## config.mk

```make
export PLATFORM = sky130hd
export DESIGN_NAME = mem_arbiter
export DESIGN_NICKNAME = d
export VERILOG_FILES = /design/src/rtl/mem_arbiter_pkg.sv /design/src/rtl/mem_arbiter_bus_timeout.sv /design/src/rtl/mem_arbiter.sv
export SDC_FILE = /design/constraint.sdc
export NUM_CORES = 1
export LEC_CHECK = 0
export CORE_MARGIN = 3
export CORE_UTILIZATION = 42
export CTS_CLUSTER_SIZE = 14
export DETAILED_ROUTE_END_ITERATION = 6
export PLACE_DENSITY = 0.87
export SYNTH_ARGS = -nofsm -noshare
export SYNTH_HDL_FRONTEND = slang
export SYNTH_SLANG_ARGS = --single-unit
```

## constraint.sdc

```tcl
create_clock -name i_clk -period 2 [get_ports i_clk]
set_input_delay 0.4 -clock i_clk [delete_from_list [all_inputs] [get_ports i_clk]]
set_output_delay 0.4 -clock i_clk [all_outputs]
set_load 0.01 [all_outputs]
```

## src/rtl/mem_arbiter_pkg.sv

```systemverilog
`default_nettype none
// ============================================================================
// Module      : mem_arbiter_pkg
// Description : Shared state encodings and constants for the memory arbiter.
// Revision    : 1.0 - initial release
// ============================================================================
package mem_arbiter_pkg;

    typedef logic [1:0] state_t;

    localparam state_t c_ST_IDLE  = 2'd0;
    localparam state_t c_ST_DATA  = 2'd1;
    localparam state_t c_ST_FETCH = 2'd2;
    localparam state_t c_ST_STEP  = 2'd3;

    // addi x0, x0, 0 - handed to the CPU when a fetch is abandoned
    localparam logic [31:0] c_NOP_INSN = 32'h0000_0013;

    localparam int c_TIMEOUT_DEFAULT = 255;

endpackage
`default_nettype wire

```

## src/rtl/mem_arbiter_bus_timeout.sv

```systemverilog
`default_nettype none
// ============================================================================
// Module      : bus_timeout
// Description : Watchdog counting unacknowledged request cycles; flags expiry
//               on the TIMEOUT-th cycle that is still not acknowledged.
// Revision    : 1.0 - initial release
// ============================================================================
module bus_timeout
    import mem_arbiter_pkg::*;
#(
    parameter int TIMEOUT = c_TIMEOUT_DEFAULT,
    parameter int TO_W    = 8
) (
    input  logic i_clk,
    input  logic i_rst_n,
    input  logic i_clr,
    input  logic i_en,
    output logic o_expired
);

    localparam logic [TO_W-1:0] c_LAST = TO_W'(TIMEOUT - 1);

    logic [TO_W-1:0] r_cnt_q;
    logic [TO_W-1:0] w_cnt_d;

    // Clear has priority so an ack in the final cycle is never an expiry
    assign o_expired = i_en & ~i_clr & (r_cnt_q == c_LAST);

    always_comb begin
        w_cnt_d = r_cnt_q;
        if (i_clr || o_expired) begin
            w_cnt_d = '0;
        end else if (i_en) begin
            w_cnt_d = r_cnt_q + TO_W'(1);
        end
    end

    always_ff @(posedge i_clk) begin
        if (!i_rst_n) begin
            r_cnt_q <= '0;
        end else begin
            r_cnt_q <= w_cnt_d;
        end
    end

endmodule
`default_nettype wire

```

## src/rtl/mem_arbiter.sv

```systemverilog
`default_nettype none
// ============================================================================
// Module      : mem_arbiter
// Description : Serialises CPU data and instruction ports onto one single-port
//               bus, then pulses the CPU clock enable once per step.
// Revision    : 1.0 - initial release
// ============================================================================
module mem_arbiter
    import mem_arbiter_pkg::*;
#(
    parameter int TIMEOUT = c_TIMEOUT_DEFAULT,
    parameter int TO_W    = 8
) (
    input  logic        i_clk,
    input  logic        i_rst_n,
    input  logic        i_run,
    output logic        o_cpu_ce,
    input  logic [31:0] i_addr_i,
    output logic [31:0] o_data_i,
    input  logic [31:0] i_addr_d,
    input  logic [31:0] i_data_wr_d,
    input  logic [3:0]  i_wr_d,
    input  logic        i_rd_d,
    output logic [31:0] o_data_rd_d,
    output logic [31:0] o_mem_addr,
    output logic [31:0] o_mem_wdata,
    output logic [3:0]  o_mem_we,
    output logic        o_mem_req,
    input  logic        i_mem_ack,
    input  logic [31:0] i_mem_rdata,
    output logic        o_err
);

    state_t      r_state_q,   w_state_d;
    logic        r_req_q,     w_req_d;
    logic [31:0] r_addr_q,    w_addr_d;
    logic [31:0] r_wdata_q,   w_wdata_d;
    logic [3:0]  r_we_q,      w_we_d;
    logic [31:0] r_data_i_q,  w_data_i_d;
    logic [31:0] r_data_rd_q, w_data_rd_d;
    logic        r_err_q,     w_err_d;

    logic w_expired;
    logic w_done;

    bus_timeout #(
        .TIMEOUT (TIMEOUT),
        .TO_W    (TO_W)
    ) u_bus_timeout (
        .i_clk     (i_clk),
        .i_rst_n   (i_rst_n),
        .i_clr     (~r_req_q | i_mem_ack),
        .i_en      (r_req_q),
        .o_expired (w_expired)
    );

    // The current access ends this cycle, either acked or abandoned
    assign w_done = r_req_q & (i_mem_ack | w_expired);

    always_ff @(posedge i_clk) begin
        if (!i_rst_n) begin
            r_state_q   <= c_ST_IDLE;
            r_req_q     <= 1'b0;
            r_addr_q    <= '0;
            r_wdata_q   <= '0;
            r_we_q      <= '0;
            r_data_i_q  <= c_NOP_INSN;
            r_data_rd_q <= '0;
            r_err_q     <= 1'b0;
        end else begin
            r_state_q   <= w_state_d;
            r_req_q     <= w_req_d;
            r_addr_q    <= w_addr_d;
            r_wdata_q   <= w_wdata_d;
            r_we_q      <= w_we_d;
            r_data_i_q  <= w_data_i_d;
            r_data_rd_q <= w_data_rd_d;
            r_err_q     <= w_err_d;
        end
    end

    always_comb begin
        w_state_d = r_state_q;
        case (r_state_q)
            c_ST_IDLE: begin
                if (i_run) begin
                    w_state_d = ((|i_wr_d) || i_rd_d) ? c_ST_DATA : c_ST_FETCH;
                end
            end
            c_ST_DATA: begin
                if (w_done) begin
                    w_state_d = c_ST_FETCH;
                end
            end
            c_ST_FETCH: begin
                if (w_done) begin
                    w_state_d = c_ST_STEP;
                end
            end
            default: begin
                w_state_d = c_ST_IDLE;
            end
        endcase
    end

    always_comb begin
        w_req_d     = r_req_q;
        w_addr_d    = r_addr_q;
        w_wdata_d   = r_wdata_q;
        w_we_d      = r_we_q;
        w_data_i_d  = r_data_i_q;
        w_data_rd_d = r_data_rd_q;
        w_err_d     = r_err_q | w_expired;
        case (r_state_q)
            c_ST_DATA: begin
                if (!r_req_q) begin
                    w_req_d  = 1'b1;
                    w_addr_d = i_addr_d;
                    if (|i_wr_d) begin
                        w_we_d    = i_wr_d;
                        w_wdata_d = i_data_wr_d;
                    end else begin
                        w_we_d = '0;
                    end
                end else if (w_done) begin
                    if (r_we_q == 4'b0000) begin
                        w_data_rd_d = i_mem_ack ? i_mem_rdata : 32'h0;
                    end
                    // Fetch request follows immediately, keeping req high
                    w_req_d  = 1'b1;
                    w_addr_d = i_addr_i;
                    w_we_d   = '0;
                end
            end
            c_ST_FETCH: begin
                if (!r_req_q) begin
                    w_req_d  = 1'b1;
                    w_addr_d = i_addr_i;
                    w_we_d   = '0;
                end else if (w_done) begin
                    w_data_i_d = i_mem_ack ? i_mem_rdata : c_NOP_INSN;
                    w_req_d    = 1'b0;
                end
            end
            default: begin
            end
        endcase
    end

    assign o_cpu_ce    = (r_state_q == c_ST_STEP);
    assign o_mem_req   = r_req_q;
    assign o_mem_addr  = r_addr_q;
    assign o_mem_wdata = r_wdata_q;
    assign o_mem_we    = r_we_q;
    assign o_data_i    = r_data_i_q;
    assign o_data_rd_d = r_data_rd_q;
    assign o_err       = r_err_q;

endmodule
`default_nettype wire

```

======== After elaboration in Yosys (flattened, before gate mapping) ========
Cells that the tools add are included.
operators by class
  equal/unequal tests ..................... 9
  shifts and indexed selects .............. 0
  multipliers ............................. 0
  bitwise gates (word level) .............. 9
  magnitude comparators ................... 0
  mux-type cells .......................... 19
  add/subtract/negate cells ............... 1
  divide/modulo/power cells ............... 0
  reduce and logical (&&, ||, !) cells .... 12
operator list
  operator                                       number
  2-to-1 mux 32 bit                              5
  one-hot mux 32 bit (2 select lines)            1
  2-to-1 mux 4 bit                               4
  AND reduction 3 bit                            4
  adder 8 x 1 -> 8 bit, second input constant    1
  == test 8 bit, second input constant           1
  2-to-1 mux 2 bit                               4
  inequality test 2 bit, second input constant   4
  one-hot mux 4 bit (2 select lines)             1
  one-hot mux 2 bit (3 select lines)             1
  == test 2 bit, second input constant           2
  logical NOT 4 bit                              1
  AND reduction 4 bit                            1
  OR reduction 4 bit                             1
  AND 1 bit                                      3
  inequality test 3 bit, second input constant   1
  inverter 1 bit                                 3
  bitwise OR 1 bit                               3
  == test 2 x 1 -> 1 bit, second input constant  1
  logical NOT 2 bit                              1
  logical OR 1 bit                               2
  2-to-1 mux 1 bit                               2
  one-hot mux 1 bit (2 select lines)             1
  nonzero test 2 bit                             1
  OR reduction 2 bit                             1
word-level totals
  logic and storage cells ................. 59
  output and inout port bits .............. 135
  memory bits (read-only) ................. 0
  memories kept ........................... 0
  flip-flop bits (word level) ............. 144
  input bits .............................. 137
  memory bits (writable) .................. 0
  latch bits .............................. 0

======== Depth between registers and ports, before layout ========
  depth in word-level cells ............... 10
  gate-level depth with buffers ........... 9
  depth with buffers taken out ............ 6

======== By module ========
A second synthesis with hierarchy kept.
second synthesis, totals
  cells, all modules ...................... 705
  area total of the unflattened synthesis .. 5,839.4 µm²
by module, submodules not included
  module       seq. area each (µm²)  cells each  times used  area each (µm²)
  mem_arbiter  2,722.6               661         1           5,446.5
  bus_timeout  160.2                 44          1           392.9

======== Least setup slack after synthesis ========
OpenSTA, ideal clock, no wires.
  kind .................................... register to register
  start point ............................. reg r_state_q[1]
  end point ............................... reg r_addr_q[25] (netlist: o_mem_addr[25])
  library setup time ...................... 0.116 ns
  arrival time ............................ 1.648 ns
  path buffers ............................ 3
  cell stages (with the launch flop) ...... 9
  period minus slack after synthesis ...... 1.764 ns
  slack ................................... 0.236 ns
  cells stage by stage .................... dfxtp_1 inv_1 ha_1 and2_0 clkbuf_1 and2_1 buf_6 buf_6 o211a_1
between the ends
  cells in the longest elaborated chain, start to end .. 3
  elaborated cells on any way between the ends .. 7
  those cells by class .................... eq/ne: 4; mux: 1; reduce/logical: 2
ends and longest elaborated chain
  item                                                           line                RTL
  from (decl)                                                    mem_arbiter.sv:34   state_t r_state_q, w_state_d;
  from (signal assigned)                                         mem_arbiter.sv:62   r_state_q <= c_ST_IDLE;
  from (signal assigned)                                         mem_arbiter.sv:71   r_state_q <= w_state_d;
  == test 2 x 1 -> 1 bit or == test 2 bit (tied branches)        mem_arbiter.sv:114  case (r_state_q)
  inequality test 3 bit (no line), or another cell as far along  -
  AND reduction 3 bit (no line)                                  -
  to (signal assigned)                                           mem_arbiter.sv:73   r_addr_q <= w_addr_d;
  to (decl)                                                      mem_arbiter.sv:36   logic [31:0] r_addr_q, w_addr_d;
Several ways; a longest one is shown, not always the timed one.
A chain may end at the register's enable or synchronous reset.

======== Worst setup path after layout ========
  start point ............................. reg r_req_q (netlist: o_mem_req)
  end point ............................... out o_mem_req
RTL lines
  item                    line               RTL
  from (decl)             mem_arbiter.sv:35  logic r_req_q, w_req_d;
  from (signal assigned)  mem_arbiter.sv:72  r_req_q <= w_req_d;
  to (decl)               mem_arbiter.sv:28  output logic o_mem_req,
No word-level cell between the ends.

==> qor.txt <==
DRT iter0 DRCs - 456
antenna-violating nets left - 0
Die Y - 128 um
Worst path max stage delay - 0.57 ns
placed instance area - 9190 um^2
Req. time, crit path - 1.60 ns
WHS Path Cells - 2
Num CTS Buffers - 17
drt drc - 0
clk slew on worst S/H paths - 0.06 ns
Multi-input gate area - 3010 um^2
MaxCap Viol Count - 0
Slew HR - 57.0%
reg2reg start - r_state_q[0]
R2R Setup Slk - 0.18 ns
DRT Pass-1 Iters - 5
Slew @ Worst Pin - 0.638 ns
Placer Congestion - 0.839
net count after synthesis - 823
status - finished clean
maximum clock frequency - 519 MHz
Setup crit start kind - flop
CP Class - reg2out
fillers - 1076
pin count of the biggest net entering global routing - 75
H-tree depth - 4
Crit. End Element - output port
DP Wirelength - 13900 um
Tcrit/Tclk final - 96.3%
PD cells - 1210 nW/um^2
Sequential Area - 2880 um^2
# IOs - 272
GR Util All Layers - 23.9%
most frequent cells in the layout - clkdlybuf4s50_1 (268), dfxtp_1 (143), nand2_1 (75)
final instance area - 9840 um^2
Final Max Slew Viols - 0
maximum fanout along the worst path - 5
path depth of the worst reg2reg path - 7
full die area - 16300 um^2
VDD IR max - 0.000907 V
Rows - 43
clock net sink count - 144
most common cell after layout, fill and taps aside - clkdlybuf4s50_1
Final Critical Period - 1.93 ns
RR Endpoint - o_mem_addr[20]
initial core utilization - 43.9%
LEAKAGE - 3.92 nW
average wire per standard cell - 17.4 um
synthesis-stage register bit count - 144
synthesis-to-layout area growth - 58.5%
CTS Root Cell - clkbuf_16
Hold Path Sink - o_data_i[0]
clock latency on the worst-skew pair - 0.42 ns
gate count after technology mapping - 679
drt total wl - 19700 um
Hold Path Class - in2reg
sequential element share of the synthesized area - 46.5%
Final Hold Viols - 0
core footprint - 14100 um^2
CTS tree - built
initial antenna violation count - 0
die width - 128 um
Clock Skews - 0.0165 ns
ant diodes - 0
Avg Cell Area, Syn - 9.14 um^2
RSZ-0062 raised after global routing - no
Distinct cells, synth - 39
vias in the first global route - 5956
first-pass GRT wire length - 31300 um
CP cell instances - buf_4 > clkdlybuf4s50_1
Arr. time, crit path - 1.53 ns
critical path's slowest cell - clkdlybuf4s50_1
# nets final - 1080
average vias per placed instance - 5.47
synth warn - 0
total power - 11.9 mW
Final Setup Violations - 0
Max Buffers Root-to-Sink - 2
share of cells above drive strength 1 - 7.69%
gr ovfl total - 0
via count - 6174
synthesized area - 6200 um^2
Hold Path Origin - i_rst_n
IO buf count - 271
Setup Fix Bufs, Post-CTS - 0
-- final cells by class --
cell class | count | area share (%)
Timing Repair Buffer | 305 | 31.0
Multi-Input combinational cell | 462 | 30.6
Inverter | 6 | 0.229
Clock inverter | 12 | 2.07
Sequential cell | 144 | 29.3
Tap cell | 180 | 2.29
Clock buffer | 20 | 4.54
-- cell usage after synthesis --
| master | count | area, um^2 |
|---|---|---|
| a21oi_2 | 1 | 8.76 |
| and2_1 | 3 | 18.8 |
| o311ai_0 | 1 | 8.76 |
| o21a_1 | 1 | 7.51 |
| a211oi_1 | 2 | 15.0 |
| ha_1 | 7 | 87.6 |
| a21oi_1 | 4 | 20.0 |
| o211a_1 | 33 | 330 |
| clkbuf_1 | 51 | 191 |
| and4_1 | 2 | 17.5 |
| and3_1 | 1 | 6.26 |
| nand4_1 | 35 | 219 |
| or4_1 | 1 | 7.51 |
| a21boi_0 | 56 | 420 |
| buf_6 | 4 | 45.0 |
| nor2_1 | 15 | 56.3 |
| xor2_1 | 3 | 26.3 |
| nor3_1 | 1 | 5.00 |
| nor4_2 | 1 | 12.5 |
| or3b_1 | 1 | 8.76 |
| buf_4 | 7 | 52.6 |
| a21boi_1 | 38 | 285 |
| clkbuf_2 | 1 | 5.00 |
| xnor2_1 | 3 | 26.3 |
| o21ai_0 | 66 | 330 |
| buf_2 | 4 | 20.0 |
| o22ai_1 | 1 | 6.26 |
| inv_1 | 6 | 22.5 |
| and2_0 | 1 | 6.26 |
| o41ai_1 | 1 | 8.76 |
| nand3_1 | 68 | 340 |
| dfxtp_1 | 144 | 2880 |
| nor4_4 | 1 | 21.3 |
| nor2_4 | 1 | 11.3 |
| o211ai_2 | 1 | 12.5 |
| nor3b_2 | 1 | 12.5 |
| mux2i_1 | 36 | 360 |
| a31oi_1 | 1 | 6.26 |
| nand2_1 | 75 | 282 |
-- critical path: cells and delay by family (launching register included) --
family                 cells  cell delay (ns)
buffers and inverters      2             0.73
flip-flops                 1             0.38
-- what timing repair did --
item	in CTS	in global routing
gates resized for setup	2	0
setup endpoints to repair	2	0
hold buffers	0	0
endpoints found under the hold margin	0	0
-- metrics by stage --
stage          util (%)  std cells  TNS (ns)  worst slack [ns]  hold slack (ns)
2_1_floorplan         -        679         0             0.236            0.430
3_3_place_gp       64.9       1097    -0.879           -0.0411            0.440
3_5_place_dp       64.9       1097     -2.05           -0.0900            0.447
4_1_cts            69.5       1129         0            0.0420            0.382
5_1_grt            69.5       1129         0            0.0137            0.406
6_report           69.5       1129         0            0.0747            0.400
-- registers in the layout (all words and copies together), names as in the netlist --
| register | count |
|---|---|
| o_err | 1 |
| u_bus_timeout.r_cnt_q | 8 |
| o_data_i | 32 |
| o_mem_addr | 32 |
| o_mem_wdata | 32 |
| o_data_rd_d | 32 |
| o_mem_we | 4 |
| r_state_q | 2 |
| o_mem_req | 1 |
-- logic make-up after synthesis --
family / Yosys count / synth area share, %
compound gates: 206 / 23.5
xor+xnor: 6 / 0.847
fa+ha+maj: 7 / 1.41
buf+inv: 73 / 5.42
flops: 144 / 46.5
mux: 36 / 5.81
simple gates: 207 / 16.5
-- power breakdown --
group / switching, mW / total (mW) / internal [mW]
clock network: 1.23 / 3.48 / 2.26
logic: 2.32 / 4.72 / 2.40
registers: 0.324 / 3.74 / 3.42
total: 3.87 / 11.9 / 8.07
-- worst max path at each step --
stage	from	end	cells after the start
2_1_floorplan	r_state_q[1]	o_mem_addr[25]	8
3_3_place_gp	i_wr_d[2]	o_mem_wdata[19]	7
3_5_place_dp	i_wr_d[0]	r_state_q[1]	6
4_1_cts	o_mem_req	o_mem_req	2
5_1_grt	o_mem_req	o_mem_req	2
6_report	o_mem_req	o_mem_req	2
-- layer usage --
layer	global-route usage (%)	part of all wire (%)	wire length, um
met2	40.8	49	9710
met1	28.0	39	7580
met5	0	0	0
met3	8.49	9.5	1870
met4	7.95	2.6	516
Note: power is estimated with default switching activity, not from simulation.
